<file path="src/rtl/pipeline_ctrl.sv">
// pipeline_ctrl: per-latch stall/flush/PC-enable generation with load-use
// bubbling, redirect flushing, sticky halt and saturating perf counters.
module pipeline_ctrl #(
  parameter int unsigned NLATCH     = 4,
  parameter int unsigned JMP_LAT    = 1,
  parameter int unsigned BR_LAT     = 2,
  parameter int unsigned LU_BUBBLES = 1,
  parameter int unsigned CNT_W      = 16
) (
  input  logic              CLK,
  input  logic              nRST,
  input  logic              ihit,
  input  logic              dmemREN,
  input  logic              dmemWEN,
  input  logic              dhit,
  input  logic              jump,
  input  logic              branch_taken,
  input  logic              load_use,
  input  logic              halt,
  output logic [NLATCH-1:0] latch_en,
  output logic [NLATCH-1:0] latch_flush,
  output logic              pc_en,
  output logic              halted,
  output logic [CNT_W-1:0]  stall_cnt,
  output logic [CNT_W-1:0]  flush_cnt
);

  typedef enum logic [1:0] {RUN, BUBBLE, HALT} state_t;

  localparam logic [3:0]        LU_INIT  = 4'(LU_BUBBLES - 1);
  localparam logic [NLATCH-1:0] ALL_MASK = '1;
  localparam logic [NLATCH-1:0] IFID     = NLATCH'(1);
  localparam logic [NLATCH-1:0] BIT1     = NLATCH'(2);
  localparam logic [NLATCH-1:0] LAST     = NLATCH'(1) << (NLATCH - 1);
  localparam logic [NLATCH-1:0] JMP_MASK = NLATCH'((64'd1 << JMP_LAT) - 64'd1);
  localparam logic [NLATCH-1:0] BR_MASK  = NLATCH'((64'd1 << BR_LAT) - 64'd1);

  state_t     state, state_n;
  logic [3:0] bub, bub_n;
  logic       halted_n;
  logic       stall_inc;
  logic       flush_ev;
  logic       dwait;

  // Priority-ordered control decode and next-state selection.
  always_comb begin
    state_n     = state;
    bub_n       = bub;
    halted_n    = halted;
    stall_inc   = 1'b0;
    flush_ev    = 1'b0;
    latch_en    = ALL_MASK;
    latch_flush = '0;
    pc_en       = 1'b1;
    dwait       = (dmemREN | dmemWEN) & ~dhit;

    if (!nRST) begin
      latch_flush = ALL_MASK;
      pc_en       = 1'b0;
    end else if (state == HALT) begin
      latch_en = '0;
      pc_en    = 1'b0;
    end else begin
      if (dwait) begin
        // Freeze everything; squash MEM/WB so the stalled op is not written back twice.
        pc_en       = 1'b0;
        latch_en    = LAST;
        latch_flush = LAST;
      end else if (state == BUBBLE || load_use) begin
        pc_en       = 1'b0;
        latch_en    = ALL_MASK & ~IFID;
        latch_flush = BIT1;
        if (state == RUN) begin
          bub_n   = LU_INIT;
          state_n = (LU_INIT != 4'd0) ? BUBBLE : RUN;
        end else begin
          bub_n   = bub - 4'd1;
          state_n = (bub == 4'd1) ? RUN : BUBBLE;
        end
      end else if (branch_taken) begin
        latch_flush = BR_MASK;
        flush_ev    = 1'b1;
      end else if (jump) begin
        latch_flush = JMP_MASK;
        flush_ev    = 1'b1;
      end else if (!ihit) begin
        pc_en       = 1'b0;
        latch_flush = IFID;
      end

      if (halt) begin
        state_n  = HALT;
        bub_n    = 4'd0;
        halted_n = 1'b1;
      end
      stall_inc = ~pc_en;
    end
  end

  // State, halt flag and saturating counters.
  always_ff @(posedge CLK) begin
    if (!nRST) begin
      state     <= RUN;
      bub       <= 4'd0;
      halted    <= 1'b0;
      stall_cnt <= '0;
      flush_cnt <= '0;
    end else begin
      state  <= state_n;
      bub    <= bub_n;
      halted <= halted_n;
      if (stall_inc && (stall_cnt != '1)) stall_cnt <= stall_cnt + CNT_W'(1);
      if (flush_ev && (flush_cnt != '1)) flush_cnt <= flush_cnt + CNT_W'(1);
    end
  end

endmodule

</file>
<file path="config.mk">
export PLATFORM = sky130hd
export DESIGN_NAME = pipeline_ctrl
export DESIGN_NICKNAME = d
export VERILOG_FILES = /design/src/rtl/pipeline_ctrl.sv
export SDC_FILE = /design/constraint.sdc
export NUM_CORES = 1
export LEC_CHECK = 0
export ABC_AREA = 1
export CAP_MARGIN = 5
export CELL_PAD_IN_SITES_DETAIL_PLACEMENT = 1
export CELL_PAD_IN_SITES_GLOBAL_PLACEMENT = 1
export CORE_MARGIN = 4
export CORE_UTILIZATION = 30
export CTS_BUF_LIST = sky130_fd_sc_hd__clkbuf_8
export DETAILED_ROUTE_END_ITERATION = 10
export PLACE_DENSITY = 0.82
export SYNTH_ARGS = -nofsm -noshare
export SYNTH_HDL_FRONTEND = slang
export SYNTH_SLANG_ARGS = --single-unit
</file>
<file path="constraint.sdc">
create_clock -name CLK -period 1.4 [get_ports CLK]
set_input_delay 0.28 -clock CLK [delete_from_list [all_inputs] [get_ports CLK]]
set_output_delay 0.28 -clock CLK [all_outputs]
set_load 0.05 [all_outputs]
</file>
==> results of run 1 <==
## registers in the layout (all words and copies together), names as in the netlist
signal	flops
halted	1
state	2
stall_cnt	16
bub	4
flush_cnt	16
## critical path, stage by stage, from the launching register on
cell	delay [ns]
sky130_fd_sc_hd__dfxtp_4	0.39
sky130_fd_sc_hd__inv_4	0.04
sky130_fd_sc_hd__a21oi_4	0.16
sky130_fd_sc_hd__nand2_4	0.08
sky130_fd_sc_hd__o21ai_4	0.19
sky130_fd_sc_hd__o31a_4	0.19
sky130_fd_sc_hd__buf_8	0.14
## repair_timing
action                                  4_1_cts  5_1_grt
gates resized for setup                     110       80
pin swaps                                    28       32
cloned                                        2        2
setup buffers                                10        6
hold buffers                                  0        0
endpoints found under the setup margin       47       47
## cell families after synthesis
| group | share of synthesized area (%) |
|---|---|
| AO/OA/AOI/OAI | 12.1 |
| flip-flops | 31.1 |
| adder cells (fa/ha/maj) | 1.99 |
| AND/OR/NAND/NOR | 43.6 |
| buffers and inverters | 7.77 |
| XOR/XNOR | 3.49 |
## path summary, 6_finish.rpt
check	from	to	slack, ns	cells past startpoint
setup / recovery	state[1]$_SDFFE_PN0P_	latch_flush[0]	-0.38	6
hold / removal	halted$_SDFFE_PN0P_	halted$_SDFFE_PN0P_	0.59	2
setup reg to reg	flush_cnt[5]$_SDFFE_PN0P_	flush_cnt[2]$_SDFFE_PN0P_	-0.36	9
hold reg to reg	halted$_SDFFE_PN0P_	halted$_SDFFE_PN0P_	0.59	2
## stage by stage
stage | total power [mW] | instances | hold WS, ns | setup slack, ns
floorplan | 1.53 | 390 | 0.396 | -0.237
global placement | 1.84 | 618 | 0.481 | -0.476
detailed placement | 1.87 | 618 | 0.490 | -0.578
CTS | 3.05 | 637 | 0.502 | -0.303
global route | 3.35 | 644 | 0.602 | -0.398
finish | 3.30 | 644 | 0.588 | -0.376
## report_power, final
part	internal [mW]	switching, mW	total (mW)
logic	0.446	0.604	1.05
clock network	0.579	0.521	1.10
registers	1.10	0.0504	1.15
total	2.13	1.18	3.30
## cell usage in the layout (no fill, tap or decap), drive strengths merged
master / count
buf: 138
nand2: 132
nor2: 71
dfxtp: 39
inv: 36
a21oi: 31
nand3: 26
o21ai: 14
nand4: 9
dlygate4sd2: 7
clkbuf: 7
xnor2: 5
xor2: 5
ha: 4
o21bai: 2
nand3b: 2
or2: 2
clkdlybuf4s50: 2
nor3: 2
o31a: 1
o21a: 1
a31oi: 1
clkinv: 1
bufinv: 1
## per-layer routing
layer / global-route usage (%) / vias up
li1: - / 1544
met5: 0 / -
met1: 31.2 / 1829
met2: 54.0 / 240
met4: 18.0 / 0
met3: 4.63 / 97
## synthesized netlist by cell type
cell                       instances  area share, %
sky130_fd_sc_hd__nand2_1         117             17
sky130_fd_sc_hd__nor2_1           64            9.6
sky130_fd_sc_hd__dfxtp_1          39             31
sky130_fd_sc_hd__inv_1            31            4.6
sky130_fd_sc_hd__nand3_1          24            4.8
sky130_fd_sc_hd__a21oi_1          20            4.0
sky130_fd_sc_hd__o21ai_0          14            2.8
sky130_fd_sc_hd__nand2_2          12            3.0
sky130_fd_sc_hd__a21oi_2          11            3.8
sky130_fd_sc_hd__nand4_1           8            2.0
sky130_fd_sc_hd__inv_2             5           0.75
sky130_fd_sc_hd__nor2_4            5            2.2
sky130_fd_sc_hd__xnor2_1           5            1.7
sky130_fd_sc_hd__xor2_1            5            1.7
sky130_fd_sc_hd__ha_1              4            2.0
sky130_fd_sc_hd__buf_6             3            1.3
sky130_fd_sc_hd__clkbuf_1          3           0.45
sky130_fd_sc_hd__buf_4             2           0.60
sky130_fd_sc_hd__nand2_4           2           0.90
sky130_fd_sc_hd__nand3_2           2           0.80
sky130_fd_sc_hd__nand3b_1          2           0.60
sky130_fd_sc_hd__nor2_2            2           0.50
sky130_fd_sc_hd__nor3_1            2           0.40
sky130_fd_sc_hd__o21bai_1          2           0.60
sky130_fd_sc_hd__or2_2             2           0.50
sky130_fd_sc_hd__a31oi_1           1           0.25
sky130_fd_sc_hd__nand4_4           1           0.85
sky130_fd_sc_hd__o21a_1            1           0.30
sky130_fd_sc_hd__o31a_1            1           0.35
## final cells by class
class / instances / area [um2] / share of cell area, %
clock buffer: 6 / 82.6 / 1.57
clock inverter: 2 / 35.0 / 0.664
inverter: 36 / 153 / 2.90
multi-input combinational: 308 / 2170 / 41.1
sequential: 39 / 883 / 16.8
tap: 105 / 131 / 2.49
timing repair buffer: 148 / 1820 / 34.5
==> impl_summary.log, run 1 <==
INFO  metric status = finished, violations left
INFO  metric violations = negative setup slack
INFO  metric pin_count_of_the_biggest_net_entering_global_routing = 16
INFO  metric drt_pre_antenna_iters = 4
INFO  metric drt_wl_total = about 17,000 um
INFO  metric post_synth_instance_area = 0.00251 mm2
INFO  metric wl_met1 = between 6000 and 7000 um
INFO  metric rsz0062_at_grt = yes
INFO  metric timing.setup.tns = -9.81 ns
INFO  metric layout_setup_ws = -0.376 ns
INFO  metric cp-start-kind = flip-flop
INFO  metric synth.distinct_cells = 29
INFO  metric placement.cell_area = ~0.0043 mm2
INFO  metric die_footprint = 0.00990 mm2
INFO  metric hold_viol_final = 0
INFO  metric met2WireLength = ~8500 um
INFO  metric finalClockSkew = 0.0173 ns
INFO  metric finalMaxSlewViolations = 0
INFO  metric htreeDepth = 2
INFO  metric endpoint_kind = output pin
INFO  metric insertion_delay = roughly 0.32 ns
INFO  metric post-dp-hpwl = a little over 8000 um
INFO  metric max_freq = about 0.56 GHz
INFO  metric setup_viol = 47
INFO  metric clkTransAtPathRegs = 0.09 ns
INFO  metric core-area = about 0.0082 mm2
INFO  metric dr_total_vias = 3,710
INFO  metric antennaDiodeCount = 0
INFO  metric die_x = about 100 um
INFO  metric timing.final.crit_period = 1.78 ns
INFO  metric synthToLayoutAreaGrowth = 110%
INFO  metric cap_viol_max_count = 0
INFO  metric worst-path-max-fanout = 2
INFO  metric num-fill-cells = 933
INFO  metric tritoncts_num_sinks = 39
INFO  metric layout-drive-gt1-share = 61.8%
INFO  metric numCtsBuffers = 5
INFO  metric mappedNetlistNets = around 400
INFO  metric via_per_inst = roughly 5.8
INFO  metric detail_route.iter0.violations = roughly 270
INFO  metric floorplan.rows = 33
INFO  metric ctsRootBufferMaster = sky130_fd_sc_hd__clkbuf_8
INFO  metric highest_layer = met4
INFO  metric max_ir_drop_vdd = 0.439 mV
INFO  metric finalCritPeriodShare = 127%
INFO  metric globalRouteTotalUtil = 29.4%
INFO  metric power-per-cell-area = ~630 mW/mm2
INFO  metric antenna_found_initial = 0
INFO  metric finish.net_count = about 550
INFO  metric worst_slew_margin_rel = between 60 and 70%
INFO  metric route.detailed.drc = 0
INFO  metric buffers_on_ports = roughly 50
INFO  metric globalRoute.totalOverflow = 0
INFO  metric final_util = approximately 64%
INFO  metric route.antenna.remaining_nets = 0
INFO  metric ys_ff_latch = 39
INFO  metric worstSetupPathType = reg2out
INFO  metric die_height = 99.5 um
INFO  metric effective_utilization_at_floorplan = between 30% and 40%
INFO  metric worst_slew_pin_tran = ~0.58 ns
INFO  metric grt_pass1_wl = approximately 23,000 um
INFO  metric worst_path_arrival = 1.50 ns
INFO  metric final_cell_area = roughly 0.0053 mm2
INFO  metric worstPathRequired = approximately 1.1 ns
INFO  metric yosys_warnings = 0
INFO  metric power.static_leakage = 2.09 nW
INFO  metric min_path_type = reg2reg
INFO  metric cts_buffer_depth = 2
INFO  metric top_level_ports = 52
INFO  metric gp_congestion = between 0.8 and 0.9
INFO  metric syn-mean-instance-area = between 6 and 7 um2
INFO  metric tritoncts = done
INFO  metric met3RoutedLength = 1050 um
INFO  metric wl_per_cell = 26.2 um
INFO  metric yosysSeqAreaShare = between 30 and 40%
INFO  metric post_synth_inst_count = 390
INFO  metric vias_in_the_first_global_route = roughly 4,000
Power figures use the tool's default switching activity.
==> run 2: changes to the inputs <==
- CORE_MARGIN: 4 -> default
- CTS_BUF_LIST: sky130_fd_sc_hd__clkbuf_8 -> sky130_fd_sc_hd__clkbuf_2
- CTS_CLUSTER_SIZE: default -> 30
==> run 2 against run 1 <==
Compared with the run above:
- the flow still finishes with violations (negative setup slack)
- via count decreased by 1.6%
- worst hold slack got worse by 0.11 ns
- wire length decreased by 6.4%
- sequential power about the same
- count of clock-buffer cells in the layout decreased by 1
- die area decreased by 12%
- setup slack got worse by 0.21 ns
- combinational power decreased by 15%
- fmax decreased by 11%
- clock power decreased by 27%
- critical endpoint unchanged
- largest cell class is now non-clock buffers
- highest routed layer unchanged
==> impl_summary.log, run 2 (synthesis results as in run 1) <==
INFO  metric power-per-cell-area = 550 mW/mm2 (-12%)
INFO  metric worstSetupPathType = reg2out
INFO  metric synthToLayoutAreaGrowth = 105%
INFO  metric grt_pass1_wl = 19,900 um (-12%)
INFO  metric route.antenna.remaining_nets = 0 (unchanged)
INFO  metric buffers_on_ports = 51 (unchanged)
INFO  metric dr_total_vias = 3,649 (-1.6%)
INFO  metric clkTransAtPathRegs = 0.25 ns (+0.16 ns)
INFO  metric gp_congestion = 0.825 (+0.79%)
INFO  metric effective_utilization_at_floorplan = 30.7% (unchanged)
INFO  metric insertion_delay = 0.52 ns (+0.20 ns)
INFO  metric cp-start-kind = flip-flop
INFO  metric crit_path_max_incr_delay = 0.44 ns (+0.05 ns)
INFO  metric vias_in_the_first_global_route = 3,837 (-3.6%)
INFO  metric layout_setup_ws = -0.590 ns (-0.215 ns)
INFO  metric max_ir_drop_vdd = 0.361 mV (-18%)
INFO  metric power.static_leakage = 2.12 nW (+1.4%)
INFO  metric wl_per_cell = 23.9 um (-8.9%)
INFO  metric worstPathCellList = inv_2 -> a21oi_4 -> nand2_2 -> o21ai_4 -> o31a_4 -> buf_8
INFO  metric status = finished, violations left
INFO  metric timing.final.crit_period = 1.99 ns (+0.215 ns)
INFO  metric cts_buffer_depth = 2 (unchanged)
INFO  metric endpoint_kind = output pin
INFO  metric hold_viol_final = 0 (unchanged)
INFO  metric setup_viol = 75 (+60%)
INFO  metric globalRoute.totalOverflow = 0 (unchanged)
INFO  metric num-fill-cells = 942 (+0.96%)
INFO  metric die_height = 93.5 um (-6.0%)
INFO  metric ctsRootBufferMaster = sky130_fd_sc_hd__clkbuf_2
INFO  metric pin_count_of_the_biggest_net_entering_global_routing = 17 (+1)
INFO  metric place_ws = -0.559 ns (+0.0190 ns)
INFO  metric top_level_ports = 52 (unchanged)
INFO  metric finalMaxSlewViolations = 0 (unchanged)
INFO  metric finalCritPeriodShare = 142% (+15 points)
INFO  metric post-dp-hpwl = 7660 um (-6.0%)
INFO  metric cts_hold_buffers = 0 (unchanged)
INFO  metric numCtsBuffers = 5 (unchanged)
INFO  metric finish.net_count = 570 (+3.3%)
INFO  metric worst_path_arrival = 1.71 ns (+0.21 ns)
INFO  metric cap_viol_max_count = 0 (unchanged)
INFO  metric floorplan.rows = 33 (unchanged)
INFO  metric worstPathRequired = 1.12 ns (about the same)
INFO  metric globalRouteTotalUtil = 30.0% (+0.61 points)
INFO  metric via_per_inst = 5.51 (-4.3%)
INFO  metric antennaDiodeCount = 0 (unchanged)
INFO  metric registers_with_the_most_flip_flops = flush_cnt (16), stall_cnt (16), bub (4)
INFO  metric tritoncts_num_sinks = 39 (unchanged)
INFO  metric timing.setup.tns = -10.94 ns (-1.13 ns)
INFO  metric drt_pre_antenna_iters = 5 (+1)
INFO  metric drt_wl_total = 15,800 um (-6.4%)
INFO  metric violations = negative setup slack
INFO  metric route.detailed.drc = 0 (unchanged)
INFO  metric min_path_type = in2reg
INFO  metric rsz0062_at_grt = yes
INFO  metric tritoncts = done
INFO  metric worst_slew_pin_tran = 0.490 ns (-0.0879 ns)
INFO  metric worst_slew_margin_rel = 67.1% (+5.9 points)
INFO  metric worst-path-max-fanout = 4 (+2)
INFO  metric finalClockSkew = 0.0328 ns (+0.0155 ns)
INFO  metric die_footprint = 0.00875 mm2 (-12%)
INFO  metric detail_route.iter0.violations = 196 (-28%)
INFO  metric antenna_found_initial = 0 (unchanged)
INFO  metric die_x = 93.5 um (-6.0%)
INFO  metric most_frequent_cells_in_the_layout = sky130_fd_sc_hd__nand2_1 (93), sky130_fd_sc_hd__buf_4 (72), sky130_fd_sc_hd__nor2_1 (46), sky130_fd_sc_hd__buf_12 (46), sky130_fd_sc_hd__buf_6 (38)
INFO  metric final_util = 63.1% (-1.3 points)
INFO  metric core-area = 0.00818 mm2 (unchanged)
INFO  metric htreeDepth = 2 (unchanged)
INFO  metric slowest_stage = sky130_fd_sc_hd__dfxtp_4
INFO  metric final_common_cell = sky130_fd_sc_hd__nand2_1
INFO  metric layout-drive-gt1-share = 55.1% (-6.7 points)
INFO  metric max_freq = 0.502 GHz (-11%)
==> run 2: changes by cell type in the layout (fill, tap and decap cells not counted), sizes merged <==
| cell | before | now |
|---|---|---|
| buf | 138 | 157 |
| clkdlybuf4s50 | 2 | 8 |
| dlygate4sd2 | 7 | 1 |
| clkbuf | 7 | 6 |
| inv | 36 | 37 |
| nand2 | 132 | 131 |
==> run 2: repair_timing <==
action / 4_1_cts / 5_1_grt
gates cloned: 0 / 1
resized for setup: 75 / 58
pin swaps: 8 / 11
setup endpoints to repair: 76 / 73
buffers inserted: 19 / 25
==> run 2: path summary, 6_finish.rpt <==
kind,start,endpoint,slack [ns],depth (start not counted)
setup / recovery,state[1]$_SDFFE_PN0P_,latch_flush[0],-0.59,6
hold / removal,nRST,stall_cnt[8]$_SDFFE_PN0P_,0.48,5
setup reg to reg,state[1]$_SDFFE_PN0P_,stall_cnt[12]$_SDFFE_PN0P_,-0.35,9
hold reg to reg,halted$_SDFFE_PN0P_,halted$_SDFFE_PN0P_,0.53,2
==> run 2: final cells by class <==
class	count	area [um2]	area share, %
timing repair buffer	167	2020	39.1
multi-input combinational	307	1910	37.1
sequential	39	893	17.3
inverter	36	143	2.76
tap	105	131	2.54
clock inverter	3	38.8	0.751
clock buffer	5	25.0	0.485
==> run 2: critical path, delay by kind of cell (launching register included) <==
| kind | cells | cell delay, ns |
|---|---|---|
| DFF | 1 | 0.44 |
| and+or+nand+nor | 1 | 0.09 |
| buffers and inverters | 2 | 0.19 |
| AOI/OAI and AO/OA | 3 | 0.49 |
==> run 2: metal layers <==
layer | global-route usage, % | vias up | wire length [um]
met5 | 0 | - | 0
met4 | 16.4 | 0 | 868
met3 | 5.53 | 71 | 827
met2 | 56.0 | 181 | 8010
met1 | 31.4 | 1819 | 6090
li1 | - | 1578 | -
==> run 2: where the power goes <==
| group | internal [mW] | total (mW) | switching (mW) |
|---|---|---|---|
| registers | 1.10 | 1.15 | 0.0461 |
| logic | 0.393 | 0.895 | 0.502 |
| clock network | 0.294 | 0.798 | 0.504 |
==> run 2: per-stage QoR <==
stage	cells	power [mW]	hold WS, ns	instance area (um2)
after CTS	639	2.69	0.508	4780
after floorplan	390	1.53	0.396	2710
final	662	2.84	0.478	5160
after global routing	662	2.91	0.456	5160
after global placement	617	1.83	0.477	4340
after detailed placement	617	1.87	0.493	4340
==> run 3: changes to the inputs <==
- ABC_AREA: 1 -> 0
- CORE_ASPECT_RATIO: default -> 1.75
- PLACE_DENSITY: 0.82 -> 0.81
- SETUP_SLACK_MARGIN: default -> 0.4
==> run 3 against run 2 <==
Compared with the run above:
- the flow now stops in 5_1_grt
- area after synthesis shrank 15%
- synthesized cell count shrank 34%
==> impl_summary.log, run 3 <==
INFO  metric placement.cell_area = 0.00395 mm2 (-9.1%)
INFO  metric top_level_ports = 52 (unchanged)
INFO  metric ys_ff_latch = 39 (unchanged)
INFO  metric synthFlopType = sky130_fd_sc_hd__dfxtp_1
INFO  metric gp_congestion = 0.838 (+1.5%)
INFO  metric htreeDepth = 2 (unchanged)
INFO  metric effective_utilization_at_floorplan = 31.1% (+0.38 points)
INFO  metric post_synth_inst_count = 259 (-34%)
INFO  metric yosysSeqAreaShare = 36.6% (+5.5 points)
INFO  metric yosys-top-cells-count = sky130_fd_sc_hd__dfxtp_1 (39), sky130_fd_sc_hd__nand2_1 (27), sky130_fd_sc_hd__nor2_1 (20), sky130_fd_sc_hd__nand3_1 (15)
INFO  metric yosys_warnings = 0 (unchanged)
INFO  metric worst_endpoint_kind = top-level output
INFO  metric synthDominantCellAreaShare = 36.6% (+5.5 points)
INFO  metric globalroute.repair_timing.worst_endpoint = latch_flush[0]
INFO  metric synth_most_common_cell = sky130_fd_sc_hd__dfxtp_1
INFO  metric cts_hold_buffers = 0 (unchanged)
INFO  metric tritoncts_num_sinks = 39 (unchanged)
INFO  metric die_height = 114 um (+21%)
INFO  metric post_synth_main_area_contributors = sky130_fd_sc_hd__dfxtp_1 (37%), sky130_fd_sc_hd__nand2_1 (4.8%), sky130_fd_sc_hd__mux2i_1 (4.7%), sky130_fd_sc_hd__nand3_1 (3.5%), sky130_fd_sc_hd__nor2_1 (3.5%)
INFO  metric floorplan.rows = 40 (+21%)
INFO  metric synth.distinct_cells = 46 (+59%)
INFO  metric place_ws = -1.00 ns (-0.441 ns)
INFO  metric status = stopped before the end
INFO  metric failed_stage = 5_1_grt
INFO  metric die_x = 65.7 um (-30%)
INFO  metric post-synth-top-area-cell = sky130_fd_sc_hd__dfxtp_1
INFO  metric numCtsBuffers = 5 (unchanged)
INFO  metric first-error = [ERROR DPL-0033] detailed placement checks failed during check placement.
INFO  metric post-dp-hpwl = 7080 um (-7.6%)
INFO  metric buffers_on_ports = 51 (unchanged)
INFO  metric ctsRootBufferMaster = sky130_fd_sc_hd__clkbuf_2
INFO  metric number_of_flops_mapped_to_enable_cells_by_yosys = 0 (unchanged)
INFO  metric dp_cells = 464 (-25%)
INFO  metric antenna_found_initial = 0
INFO  metric post_synth_instance_area = 0.00213 mm2 (-15%)
INFO  metric mappedNetlistNets = 273 (-32%)
INFO  metric cts_buffer_depth = 2 (unchanged)
INFO  metric synth-async-reset-ratio = 0% (unchanged)
INFO  metric syn-mean-instance-area = 8.24 um2 (+28%)
INFO  metric pin_count_of_the_biggest_net_entering_global_routing = 24
run 3: cell count changes after synthesis, sizes merged, moves of 9 or more:
cell	delta
inv	-28
a21oi	-19
nor2	-51
nor4	+14
nand3	-11
nor3	+9
mux2i	+10
nand2	-104
run 3: repair_timing:
action,4_1_cts
gates resized for setup,164
endpoints found under the setup margin,81
setup buffers,38
cloned,2
pin swaps,39
run 3: logic make-up after synthesis:
| kind of cell | share of synthesized area [%] |
|---|---|
| flops | 36.6 |
| simple gates | 34.4 |
| xor+xnor | 3.28 |
| compound gates | 13.3 |
| mux | 5.22 |
| buf+inv | 4.40 |
| fa+ha+maj | 2.82 |
run 3: per-stage QoR:
step / TNS, ns / hold WS [ns] / util [%]
floorplan: -13.00 / 0.397 / -
global placement: -31.80 / 0.491 / 57.6
detailed placement: -35.57 / 0.556 / 57.6
CTS: -13.49 / 0.202 / 72.3
==> run 4: changes to the inputs <==
- CELL_PAD_IN_SITES_DETAIL_PLACEMENT: 1 -> default
- CELL_PAD_IN_SITES_GLOBAL_PLACEMENT: 1 -> default
- CORE_ASPECT_RATIO: 1.75 -> default
- CORE_UTILIZATION: 30 -> 20
- CTS_BUF_LIST: sky130_fd_sc_hd__clkbuf_2 -> default
- CTS_CLUSTER_SIZE: 30 -> default
- PLACE_DENSITY: 0.81 -> default
- PLACE_DENSITY_LB_ADDON: default -> 0.15
- SETUP_SLACK_MARGIN: 0.4 -> default
- clock period: 1.4 -> 1.8 ns (I/O delays scaled with it)
==> run 4 against run 3 <==
Compared with the run above:
- synthesized cell count unchanged
- the flow now finishes, with violations (negative setup slack)
- area after synthesis is the same
==> impl_summary.log, run 4 <==
INFO  metric synthFlopType = sky130_fd_sc_hd__dfxtp_1
INFO  metric use_met1 = 15.2%
INFO  metric registers_with_the_most_flip_flops = flush_cnt (16), stall_cnt (16), bub (4)
INFO  metric cts_buffer_depth = 2 (unchanged)
INFO  metric global_route.peak_usage_layer = met2
INFO  metric die_height = 105 um (-7.3%)
INFO  metric worst_slew_margin_rel = between 60% and 70%
INFO  metric floorplan.rows = 37 (-7.5%)
INFO  metric gp_congestion = 0.732 (-13%)
INFO  metric worst_slew_pin_tran = 0.522 ns
INFO  metric cap_viol_max_count = 0
INFO  metric endpoint_kind = output pin
INFO  metric dp_cells = 482 (+3.9%)
INFO  metric max_ir_drop_vdd = 0.283 mV
INFO  metric synth-async-reset-ratio = 0% (unchanged)
INFO  metric final_cell_area = 0.00374 mm2
INFO  metric final_common_cell = sky130_fd_sc_hd__buf_4
INFO  metric tritoncts_num_sinks = 39 (unchanged)
INFO  metric grt_met2_use = between 20% and 30%
INFO  metric worst_setup_path_startpoint = state[0]$_SDFFE_PN0P_
INFO  metric ys_ff_latch = 39 (unchanged)
INFO  metric syn-mean-instance-area = 8.24 um2 (unchanged)
INFO  metric reg2reg_depth = 7
INFO  metric mappedNetlistNets = 273 (unchanged)
INFO  metric max_freq = slightly above 0.5 GHz
INFO  metric pin_count_of_the_biggest_net_entering_global_routing = 21
INFO  metric dr_total_vias = about 2,300
INFO  metric setup.reg_to_reg.worst_slack = -0.06 ns
INFO  metric cp-endpoint = pc_en
INFO  metric power.static_leakage = roughly 1.4 nW
INFO  metric route.antenna.remaining_nets = 0
INFO  metric htreeDepth = 2 (unchanged)
INFO  metric numCtsBuffers = 5 (unchanged)
INFO  metric finish.net_count = ~380
INFO  metric yosys-top-cells-count = sky130_fd_sc_hd__dfxtp_1 (39), sky130_fd_sc_hd__nand2_1 (27), sky130_fd_sc_hd__nor2_1 (20), sky130_fd_sc_hd__nand3_1 (15)
INFO  metric drt_wl_total = between 6000 and 7000 um
INFO  metric post_synth_instance_area = 0.00213 mm2 (unchanged)
INFO  metric core-area = just over 0.01 mm2
INFO  metric antennaDiodeCount = 0
INFO  metric most_frequent_cells_in_the_layout = sky130_fd_sc_hd__buf_4 (84), sky130_fd_sc_hd__nand2_1 (27), sky130_fd_sc_hd__nor2_1 (19)
INFO  metric synthToLayoutAreaGrowth = 75.2%
INFO  metric placement.cell_area = 0.00327 mm2 (-17%)
INFO  metric final_util = 36.2%
INFO  metric worst_path_arrival = between 1.5 and 2 ns
INFO  metric yosysSeqAreaShare = 36.6% (unchanged)
INFO  metric grt_pass1_wl = roughly 11,000 um
INFO  metric status = finished, violations left
INFO  metric stdcell_count = 499
INFO  metric die_x = 105 um (+60%)
INFO  metric post_synth_main_area_contributors = sky130_fd_sc_hd__dfxtp_1 (37%), sky130_fd_sc_hd__nand2_1 (4.8%), sky130_fd_sc_hd__mux2i_1 (4.7%), sky130_fd_sc_hd__nand3_1 (3.5%), sky130_fd_sc_hd__nor2_1 (3.5%)
INFO  metric worstPathRequired = about 1.4 ns
INFO  metric rsz0062_at_grt = yes
INFO  metric worst-path-max-fanout = 3
INFO  metric finalMaxSlewViolations = 0
INFO  metric buffers_on_ports = 51 (unchanged)
INFO  metric hold_viol_final = 0
INFO  metric finalCritPeriodShare = 107%
INFO  metric synth.distinct_cells = 46 (unchanged)
INFO  metric worstSetupPathType = reg2out
INFO  metric antenna_found_initial = 0
INFO  metric vias_in_the_first_global_route = roughly 2,300
INFO  metric violations = negative setup slack
INFO  metric ctsRootBufferMaster = sky130_fd_sc_hd__clkbuf_8
INFO  metric min_path_type = reg2reg
INFO  metric post-synth-top-area-cell = sky130_fd_sc_hd__dfxtp_1
INFO  metric globalRoute.totalOverflow = 0
INFO  metric cp-start-kind = flip-flop
INFO  metric via_per_inst = 4.53
INFO  metric top_level_ports = 52 (unchanged)
INFO  metric layout-drive-gt1-share = approximately half
INFO  metric detail_route.iter0.violations = 31
INFO  metric globalRouteTotalUtil = around an eighth
INFO  metric yosys_warnings = 0 (unchanged)
INFO  metric post-dp-hpwl = 4750 um (-33%)
INFO  metric post_synth_inst_count = 259 (unchanged)
INFO  metric effective_utilization_at_floorplan = 20.7% (-10 points)
INFO  metric power-per-cell-area = just under 600 mW/mm2
INFO  metric wl_per_cell = between 10 and 15 um
INFO  metric number_of_flops_mapped_to_enable_cells_by_yosys = 0 (unchanged)
INFO  metric crit-reg2reg-launch = state[0]$_SDFFE_PN0P_
INFO  metric tritoncts = done
INFO  metric finalClockSkew = between 0.007 and 0.008 ns
INFO  metric grt.met3_usage = 2.60%
INFO  metric route.detailed.drc = 0
INFO  metric die_footprint = 0.0111 mm2
INFO  metric timing.final.crit_period = approximately 1.9 ns
INFO  metric clkTransAtPathRegs = 0.09 ns
INFO  metric insertion_delay = a little under 0.3 ns
INFO  metric layout_setup_ws = -0.134 ns
INFO  metric synth_most_common_cell = sky130_fd_sc_hd__dfxtp_1
INFO  metric setup_viol = 10
INFO  metric synthDominantCellAreaShare = 36.6% (unchanged)
INFO  metric drt_pre_antenna_iters = 4
INFO  metric regToRegEndpoint = flush_cnt[0]$_SDFFE_PN0P_
==> run 4: cells by family after synthesis <==
family	synth area share, %
and+or+nand+nor	34.4
AOI/OAI and AO/OA	13.3
adders and majority gates	2.82
buffers and inverters	4.40
muxes	5.22
DFF	36.6
xor gates and xnor gates	3.28
==> run 4: layer usage <==
layer  routed length, um  vias up
met1                3090     1067
met2                3170       30
met5                   0        -
met3                 212        4
met4                  46        0
li1                    -     1161
==> run 4: stage by stage <==
| stage | setup WS (ns) | power (mW) | hold WS (ns) | TNS [ns] |
|---|---|---|---|---|
| 2_1_floorplan | -0.276 | 1.17 | 0.466 | -1.86 |
| 3_3_place_gp | -0.679 | 1.37 | 0.455 | -21.24 |
| 3_5_place_dp | -0.682 | 1.37 | 0.451 | -20.78 |
| 4_1_cts | -0.218 | 2.21 | 0.464 | -0.779 |
| 5_1_grt | -0.215 | 2.31 | 0.487 | -1.58 |
| 6_report | -0.134 | 2.20 | 0.459 | -0.577 |
==> run 4: layout make-up <==
type	instances	area (um2)
inverter	8	30.0
multi-input combinational	200	1620
tap	136	170
clock inverter	2	35.0
clock buffer	6	82.6
fill	1050	6590
sequential	39	840
timing repair buffer	108	963
==> run 4: repair_timing <==
action | 4_1_cts | 5_1_grt
resized for setup | 47 | 22
pin swaps | 5 | 10
setup buffers | 2 | 7
setup endpoints to repair | 40 | 33
cloned | 1 | 0
hold endpoints to repair | 0 | 0
hold buffers | 0 | 0
==> run 4: worst min-delay path by stage <==
stage                               from                         to  cells after the start
2_1_floorplan        bub[3]$_SDFFE_PN0P_        bub[3]$_SDFFE_PN0P_                      1
3_3_place_gp   flush_cnt[4]$_SDFFE_PN0P_  flush_cnt[4]$_SDFFE_PN0P_                      1
3_5_place_dp   flush_cnt[4]$_SDFFE_PN0P_  flush_cnt[4]$_SDFFE_PN0P_                      1
4_1_cts        flush_cnt[4]$_SDFFE_PN0P_  flush_cnt[4]$_SDFFE_PN0P_                      1
5_1_grt        flush_cnt[4]$_SDFFE_PN0P_  flush_cnt[4]$_SDFFE_PN0P_                      1
6_report       flush_cnt[4]$_SDFFE_PN0P_  flush_cnt[4]$_SDFFE_PN0P_                      1
==> run 4: where the power goes <==
group | internal (mW) | switching (mW)
registers | 0.874 | 0.0176
logic | 0.240 | 0.283
clock network | 0.449 | 0.332
total | 1.56 | 0.633
==> run 4: worst max-delay path, stage by stage (launching register included) <==
cell and delay [ns]:
sky130_fd_sc_hd__dfxtp_2 0.34, sky130_fd_sc_hd__nor2b_4 0.12, sky130_fd_sc_hd__or3_4 0.37, sky130_fd_sc_hd__buf_6 0.14
sky130_fd_sc_hd__nor3_4 0.16, sky130_fd_sc_hd__buf_12 0.16
